### src/rtl/kgp_risc_pkg.sv
// kgp_risc_pkg
// Shared definitions for the KGP-RISC execute stage.
//   - alu_op_e    : aluOp encodings (ALU_ADD .. ALU_SHRA, ALU_ILLEGAL)
//   - alu_state_e : iterative_alu FSM state encoding
//   - isShiftOp   : true for the three variable-shift opcodes
package kgp_risc_pkg;

    localparam int ALU_WIDTH   = 32;
    localparam int ALU_SHAMT_W = 5;
    localparam int RD_W        = 5;

    typedef enum logic [2:0] {
        ALU_ADD     = 3'b000,
        ALU_COMP    = 3'b001,
        ALU_AND     = 3'b010,
        ALU_XOR     = 3'b011,
        ALU_SHLL    = 3'b100,
        ALU_SHRL    = 3'b101,
        ALU_SHRA    = 3'b110,
        ALU_ILLEGAL = 3'b111
    } alu_op_e;

    typedef enum logic [1:0] {
        IDLE  = 2'b00,
        SHIFT = 2'b01,
        DONE  = 2'b10
    } alu_state_e;

    function automatic logic isShiftOp(input logic [2:0] op);
        return (op == ALU_SHLL) || (op == ALU_SHRL) || (op == ALU_SHRA);
    endfunction

endpackage

### src/rtl/iterative_alu_if.sv
// iterative_alu_if
// Request/response bundle between the decode stage and iterative_alu.
//   master : drives start, aluOp, opA, opB, rdIn; observes the results
//   slave  : the ALU itself
//   Request  : start, aluOp[2:0], opA/opB[WIDTH-1:0], rdIn[4:0]
//   Response : busy, done, regWrite, result[WIDTH-1:0], rdOut[4:0],
//              carry, zero, sign, illegalOp
interface iterative_alu_if #(
    parameter int WIDTH = 32
);
    logic             start;
    logic [2:0]       aluOp;
    logic [WIDTH-1:0] opA;
    logic [WIDTH-1:0] opB;
    logic [4:0]       rdIn;

    logic             busy;
    logic             done;
    logic             regWrite;
    logic [WIDTH-1:0] result;
    logic [4:0]       rdOut;
    logic             carry;
    logic             zero;
    logic             sign;
    logic             illegalOp;

    modport master (
        output start, aluOp, opA, opB, rdIn,
        input  busy, done, regWrite, result, rdOut, carry, zero, sign, illegalOp
    );

    modport slave (
        input  start, aluOp, opA, opB, rdIn,
        output busy, done, regWrite, result, rdOut, carry, zero, sign, illegalOp
    );
endinterface

### src/rtl/alu_comb.sv
// alu_comb
// Single-cycle datapath for ADD, COMP, AND and XOR.
//   aluOp[2:0]     in  : operation select
//   a, b[WIDTH-1:0] in : operands (a is ignored by COMP)
//   out[WIDTH:0]   out : {carry, value}; carry is only ever set by ADD
// Shift and illegal opcodes return zero; the caller handles those.
module alu_comb
    import kgp_risc_pkg::*;
#(
    parameter int WIDTH = 32
) (
    input  logic [2:0]       aluOp,
    input  logic [WIDTH-1:0] a,
    input  logic [WIDTH-1:0] b,
    output logic [WIDTH:0]   out
);

    // COMP is two's-complement negation; its carry is defined as 0, so the
    // increment is done at WIDTH bits and the top bit forced low.
    always_comb begin
        out = '0;
        case (alu_op_e'(aluOp))
            ALU_ADD:  out = {1'b0, a} + {1'b0, b};
            ALU_COMP: out = {1'b0, (~b) + WIDTH'(1)};
            ALU_AND:  out = {1'b0, a & b};
            ALU_XOR:  out = {1'b0, a ^ b};
            default:  out = '0;
        endcase
    end

endmodule

### src/rtl/iterative_alu.sv
// iterative_alu
// KGP-RISC execute stage. Latches a request on start (sampled only in IDLE),
// computes ADD/COMP/AND/XOR in one cycle and variable shifts one bit per
// cycle, then presents a one-cycle done/regWrite pulse with the result,
// destination address and flags. Result, rdOut and flags change only on
// entry to DONE and hold otherwise.
//   clk  in : rising-edge clock
//   rst  in : asynchronous active-high reset; aborts any operation in flight
//   bus     : iterative_alu_if.slave (request and response signals)
module iterative_alu
    import kgp_risc_pkg::*;
#(
    parameter int WIDTH   = 32,
    parameter int SHAMT_W = 5
) (
    input  logic                  clk,
    input  logic                  rst,
    iterative_alu_if.slave        bus
);

    alu_state_e         state;
    alu_op_e            opReg;
    logic [WIDTH-1:0]   work;
    logic [SHAMT_W-1:0] count;
    logic [RD_W-1:0]    rdReg;

    logic               busyReg;
    logic               doneReg;
    logic               regWriteReg;
    logic               illegalReg;
    logic [WIDTH-1:0]   resultReg;
    logic [RD_W-1:0]    rdOutReg;
    logic               carryReg;
    logic               zeroReg;
    logic               signReg;

    logic [WIDTH:0]     combOut;
    logic [SHAMT_W-1:0] amount;
    logic               reqShift;
    logic [WIDTH-1:0]   idleValue;
    logic               idleCarry;
    logic [WIDTH-1:0]   shiftNext;
    logic               shiftOut;

    // The one-cycle ops are evaluated straight off the request so the result
    // can be registered on the same edge that accepts start.
    alu_comb #(.WIDTH(WIDTH)) uAluComb (
        .aluOp (bus.aluOp),
        .a     (bus.opA),
        .b     (bus.opB),
        .out   (combOut)
    );

    assign amount   = bus.opB[SHAMT_W-1:0];
    assign reqShift = isShiftOp(bus.aluOp);

    // A shift by zero completes immediately with opA unchanged and carry 0.
    always_comb begin
        idleValue = combOut[WIDTH-1:0];
        idleCarry = combOut[WIDTH];
        if (reqShift) begin
            idleValue = bus.opA;
            idleCarry = 1'b0;
        end
    end

    // One step of the shifter; shiftOut is the bit leaving the register.
    always_comb begin
        shiftNext = work;
        shiftOut  = 1'b0;
        case (opReg)
            ALU_SHLL: begin
                shiftNext = {work[WIDTH-2:0], 1'b0};
                shiftOut  = work[WIDTH-1];
            end
            ALU_SHRL: begin
                shiftNext = {1'b0, work[WIDTH-1:1]};
                shiftOut  = work[0];
            end
            ALU_SHRA: begin
                shiftNext = {work[WIDTH-1], work[WIDTH-1:1]};
                shiftOut  = work[0];
            end
            default: begin
                shiftNext = work;
                shiftOut  = 1'b0;
            end
        endcase
    end

    // Control FSM. done/regWrite/illegalOp are raised on the edge that enters
    // DONE and dropped on the edge that leaves it, so they are one-cycle pulses.
    always_ff @(posedge clk or posedge rst) begin
        if (rst) begin
            state       <= IDLE;
            opReg       <= ALU_ADD;
            work        <= '0;
            count       <= '0;
            rdReg       <= '0;
            busyReg     <= 1'b0;
            doneReg     <= 1'b0;
            regWriteReg <= 1'b0;
            illegalReg  <= 1'b0;
            resultReg   <= '0;
            rdOutReg    <= '0;
            carryReg    <= 1'b0;
            zeroReg     <= 1'b0;
            signReg     <= 1'b0;
        end else begin
            case (state)
                IDLE: begin
                    doneReg     <= 1'b0;
                    regWriteReg <= 1'b0;
                    illegalReg  <= 1'b0;
                    if (bus.start) begin
                        opReg <= alu_op_e'(bus.aluOp);
                        rdReg <= bus.rdIn;
                        work  <= bus.opA;
                        count <= amount;
                        if (reqShift && (amount != '0)) begin
                            state   <= SHIFT;
                            busyReg <= 1'b1;
                        end else begin
                            state   <= DONE;
                            doneReg <= 1'b1;
                            if (bus.aluOp == ALU_ILLEGAL) begin
                                illegalReg <= 1'b1;
                            end else begin
                                regWriteReg <= 1'b1;
                                resultReg   <= idleValue;
                                carryReg    <= idleCarry;
                                zeroReg     <= (idleValue == '0);
                                signReg     <= idleValue[WIDTH-1];
                                rdOutReg    <= bus.rdIn;
                            end
                        end
                    end
                end

                SHIFT: begin
                    work  <= shiftNext;
                    count <= count - SHAMT_W'(1);
                    if (count == SHAMT_W'(1)) begin
                        state       <= DONE;
                        busyReg     <= 1'b0;
                        doneReg     <= 1'b1;
                        regWriteReg <= 1'b1;
                        resultReg   <= shiftNext;
                        carryReg    <= shiftOut;
                        zeroReg     <= (shiftNext == '0);
                        signReg     <= shiftNext[WIDTH-1];
                        rdOutReg    <= rdReg;
                    end
                end

                DONE: begin
                    state       <= IDLE;
                    doneReg     <= 1'b0;
                    regWriteReg <= 1'b0;
                    illegalReg  <= 1'b0;
                end

                default: begin
                    state   <= IDLE;
                    busyReg <= 1'b0;
                    doneReg <= 1'b0;
                end
            endcase
        end
    end

    assign bus.busy      = busyReg;
    assign bus.done      = doneReg;
    assign bus.regWrite  = regWriteReg;
    assign bus.illegalOp = illegalReg;
    assign bus.result    = resultReg;
    assign bus.rdOut     = rdOutReg;
    assign bus.carry     = carryReg;
    assign bus.zero      = zeroReg;
    assign bus.sign      = signReg;

endmodule

### src/flat_wrapper.sv
// flat-port wrapper written by rule: the top's interface ports become plain ports
module iterative_alu_flat import kgp_risc_pkg::*;
#(
    parameter int WIDTH   = 32,
    parameter int SHAMT_W = 5
)
  (clk, rst, bus_start, bus_aluOp, bus_opA, bus_opB, bus_rdIn, bus_busy, bus_done, bus_regWrite, bus_result, bus_rdOut, bus_carry, bus_zero, bus_sign, bus_illegalOp);
  iterative_alu_if #(.WIDTH(WIDTH)) bus_i ();
  input  logic clk;
  input  logic rst;
  input wire logic [$bits(bus_i.start)-1:0] bus_start;
  input wire logic [$bits(bus_i.aluOp)-1:0] bus_aluOp;
  input wire logic [$bits(bus_i.opA)-1:0] bus_opA;
  input wire logic [$bits(bus_i.opB)-1:0] bus_opB;
  input wire logic [$bits(bus_i.rdIn)-1:0] bus_rdIn;
  output wire logic [$bits(bus_i.busy)-1:0] bus_busy;
  output wire logic [$bits(bus_i.done)-1:0] bus_done;
  output wire logic [$bits(bus_i.regWrite)-1:0] bus_regWrite;
  output wire logic [$bits(bus_i.result)-1:0] bus_result;
  output wire logic [$bits(bus_i.rdOut)-1:0] bus_rdOut;
  output wire logic [$bits(bus_i.carry)-1:0] bus_carry;
  output wire logic [$bits(bus_i.zero)-1:0] bus_zero;
  output wire logic [$bits(bus_i.sign)-1:0] bus_sign;
  output wire logic [$bits(bus_i.illegalOp)-1:0] bus_illegalOp;
  assign bus_i.start = bus_start;
  assign bus_i.aluOp = bus_aluOp;
  assign bus_i.opA = bus_opA;
  assign bus_i.opB = bus_opB;
  assign bus_i.rdIn = bus_rdIn;
  assign bus_busy = bus_i.busy;
  assign bus_done = bus_i.done;
  assign bus_regWrite = bus_i.regWrite;
  assign bus_result = bus_i.result;
  assign bus_rdOut = bus_i.rdOut;
  assign bus_carry = bus_i.carry;
  assign bus_zero = bus_i.zero;
  assign bus_sign = bus_i.sign;
  assign bus_illegalOp = bus_i.illegalOp;
  iterative_alu #(.WIDTH(WIDTH), .SHAMT_W(SHAMT_W)) u_core (.clk(clk), .rst(rst), .bus(bus_i));
endmodule
### config.mk
export PLATFORM = sky130hd
export DESIGN_NAME = iterative_alu_flat
export DESIGN_NICKNAME = d
export VERILOG_FILES = /design/src/rtl/kgp_risc_pkg.sv /design/src/rtl/iterative_alu_if.sv /design/src/rtl/alu_comb.sv /design/src/rtl/iterative_alu.sv /design/src/flat_wrapper.sv
export SDC_FILE = /design/constraint.sdc
export NUM_CORES = 1
export LEC_CHECK = 0
export BUFFER_PORTS_ARGS = -buffer_cell sky130_fd_sc_hd__buf_2
export CORE_UTILIZATION = 60
export DETAILED_ROUTE_END_ITERATION = 8
export PLACE_DENSITY = 0.8
export SYNTH_ARGS = -nofsm -noshare
export SYNTH_HDL_FRONTEND = slang
export SYNTH_SLANG_ARGS = --single-unit
### constraint.sdc
create_clock -name clk -period 4 [get_ports clk]
set_input_delay 0.8 -clock clk [delete_from_list [all_inputs] [get_ports clk]]
set_output_delay 0.8 -clock clk [all_outputs]
set_load 0.02 [all_outputs]
==> run metrics <==
Synth-to-Final Area Change=12.8%; IO Count=119; Pwr Total=5690 uW; endpoints failing setup=0; n_diodes=0; gpl congestion=1.04; Fin Setup TNS=0 ns; vias in the first global route=8,169; Worst IR Drop VDD=0.350 mV; EDFF count, synth=0; Core Area=13,900 um2; worst reg-to-reg path cell count=11; Slew headroom=0.359; DR vias=9,491; port bufs=118; post-route DRC violation count=0; FF-to-FF setup slack=0.91 ns; period utilisation layout=0.905; DR iter-0 viols=1,372; Clk pin slew, worst setup/hold paths=0.07 ns; sequential-to-total area share from yosys stat=0.263; DP Area=9400 um2; Seq cells post-synth=90; Die Width=122 um; predominant post-synthesis flop cell=dfrtp_1; synthesized-area fraction occupied by and/or/nand/nor cells=0.222; initial antenna violation count=0; Post-Syn Area=8580 um2; CTS tree=yes; largest net degree at the start of global routing=100; Synth Area in XOR/XNOR=0.0378; Worst Setup Start Kind=input pin; setup bufs post-CTS=0; leading area contributor after synthesis=dfrtp_1; Slowest cell on crit path=fa_1; post-layout util=0.694; Initial Util=0.616; WS Path Type=in2reg; largest family of logic cells by synthesized area=compound AO/OA/AOI/OAI gates; multi-input logic area=5950 um2; worst slew pin tran=0.962 ns; DP Worst Slack=0.0759 ns; Die Span Y=122 um; r2r startpoint=u_core.state[1]; CP bufs+invs=2; average size of a mapped cell=7.52 um2; deepest clock path buffer count=2; Skew-Pair Late Insertion Delay=0.35 ns; gr usage total=0.391; met3 Usage GRT=0.0707; Die ar.=14,800 um2; M2 GR Usage=0.564; multiplexer share of the synthesized area=0.0678; CTS sink cnt=90; ANT nets after route=0; dpl hpwl=21.6 mm; Async S/R FF share, synth=1.00; Syn Nets=1,256; busiest metal layer after global routing=met1; Worst EP required=4.29 ns; number of CTS-inserted buffers=9; Unique masters post-synth=74; Final #Nets=1,335; Wirelength per Cell=20.5 um; share of layout cells above drive strength 1=0.183; Final Hold Fails=0; Fill cells=1,209; critical-path cell list=buf_2, ha_1, inv_1, fa_1, nand2b_1, a211o_1, a21oi_1, o211ai_1, a311oi_1, o21ai_0, a31o_2, nor4_1, nand4_1, nand2_1; post-synthesis cell count=1,140; share of the synthesized area in the top cell type=0.263; Leakage=0.00420 uW; row cnt=43; sequential cell area=2250 um2; cell with the most instances after synthesis=nand2_1; routed vias/inst=6.76; CP max stage delay=0.39 ns; Commonest cells post-synth=nand2_1, o21ai_0, dfrtp_1, a21oi_1, clkbuf_1; Area contributors post-synth=dfrtp_1, o21ai_0, nand2_1, ha_1, a21oi_1; drt first pass iters=7; total grt overflow=0; clk_skew=0.00908 ns; Resized cells post-CTS=0; MaxCap Viol Count=0; Compound-Gate Fraction of Synth Area=0.302; WP data arrival=3.91 ns; final setup margin=0.379 ns; synthesis warning total=0; crit-path max FO=5; root buffer cell=clkbuf_16; RSZ-0062 raised after global routing=no; Tmin final=3.62 ns; Hold WC Path Type=in2async; Pwr Density=588 nW/um2; final wirelength=28.7 mm; delay-heaviest family, CP=compound AO/OA/AOI/OAI gates; Crit Reg-Reg Endpoint=u_core.bus.zero; endpoint class of the critical path=flip-flop; FMAX=276 MHz; H-tree levels=3; met1 global-route usage=0.587; Synth Area in Adders=0.0607; CTS Hold Bufs=0; post-route cell area=9680 um2; status=complete, no violations; first-pass GRT wire length=44.4 mm; Max Slew Vio Count=0
how the worst max path moves through the flow:
stage / cells past startpoint / end / startpoint
2_1_floorplan: 13 / u_core.bus.zero / bus_opB[0]
3_3_place_gp: 14 / u_core.bus.zero / bus_opB[0]
3_5_place_dp: 14 / u_core.bus.zero / bus_opB[0]
4_1_cts: 14 / u_core.bus.zero / bus_opB[0]
5_1_grt: 14 / u_core.bus.zero / bus_opB[0]
6_report: 14 / u_core.bus.zero / bus_opB[0]
cells by family after synthesis:
group | after synthesis
simple gates | 399
compound gates | 411
flops | 90
mux | 54
xor+xnor | 37
buf+inv | 108
fa+ha+maj | 41
cell type report:
| type | instances | share of cell area |
|---|---|---|
| Clock inverter | 7 | 0.00543 |
| Timing Repair Buffer | 157 | 0.0926 |
| Multi-Input combinational cell | 942 | 0.615 |
| Sequential cell | 90 | 0.233 |
| Inverter | 19 | 0.00750 |
| Tap cell | 180 | 0.0233 |
| Clock buffer | 9 | 0.0233 |
where the power goes:
group          total, uW  switching, uW  internal, uW
Sequential          1720            379          1340
Clock                796            371           425
Combinational       3170           2050          1120
Total               5690           2800          2880
layer usage:
| metal | wire length, um | share of wire | up-vias |
|---|---|---|---|
| met5 | 0 | 0 | - |
| met4 | 884 | 0.031 | 0 |
| met3 | 3590 | 0.12 | 83 |
| met2 | 12100 | 0.42 | 672 |
| met1 | 12200 | 0.42 | 4346 |
| li1 | - | - | 4390 |
worst reg2reg max path, delay by kind of cell (launching register included):
family / cells / cell delay (ns)
buf+inv: 2 / 0.31
simple gates: 6 / 1.11
compound gates: 2 / 0.99
fa+ha+maj: 1 / 0.18
flops: 1 / 0.43
per-stage QoR:
stage | instances | hold slack (ns)
after global placement | 1388 | 0.458
after floorplan | 1140 | 0.479
after global routing | 1404 | 0.373
after CTS | 1404 | 0.356
after detailed placement | 1388 | 0.465
final | 1404 | 0.353
flip-flops by register name (all words and copies together), names as in the netlist:
signal                flops
u_core.bus.carry          1
u_core.opReg              3
u_core.bus.illegalOp      1
u_core.bus.zero           1
u_core.rdReg              5
u_core.bus.regWrite       1
u_core.work              32
u_core.bus.result        32
u_core.bus.busy           1
u_core.state              2
u_core.bus.rdOut          5
u_core.count              5
u_core.bus.done           1
cell usage in the layout, fill, tap and decap left out, types with 5 or more instances in the layout:
cell type | Yosys | routed
a31o_2 | 5 | 5
nor2b_1 | 5 | 5
buf_2 | 0 | 118
nand2_1 | 175 | 175
a211o_1 | 9 | 9
buf_4 | 1 | 38
a32oi_1 | 15 | 15
a211oi_1 | 8 | 8
o21a_1 | 5 | 5
dfrtp_1 | 90 | 90
nor4_1 | 13 | 13
or4_1 | 7 | 7
a22o_1 | 22 | 22
or3_1 | 13 | 13
mux2i_1 | 30 | 30
clkbuf_16 | 0 | 9
and2_1 | 11 | 11
a21oi_1 | 80 | 80
a21o_1 | 11 | 11
nand3_1 | 43 | 42
o22ai_1 | 5 | 5
inv_1 | 18 | 17
nor3_1 | 23 | 22
a221oi_1 | 6 | 6
o21ai_0 | 167 | 166
ha_1 | 40 | 39
nor2_1 | 57 | 56
xor2_1 | 21 | 21
nand2b_1 | 10 | 10
o211ai_1 | 12 | 12
o221ai_1 | 5 | 5
xnor2_1 | 16 | 16
a31oi_1 | 9 | 9
mux2_2 | 23 | 23
o31ai_1 | 13 | 13
nand4_1 | 15 | 15
No activity file was read; power rests on OpenSTA's default activity.
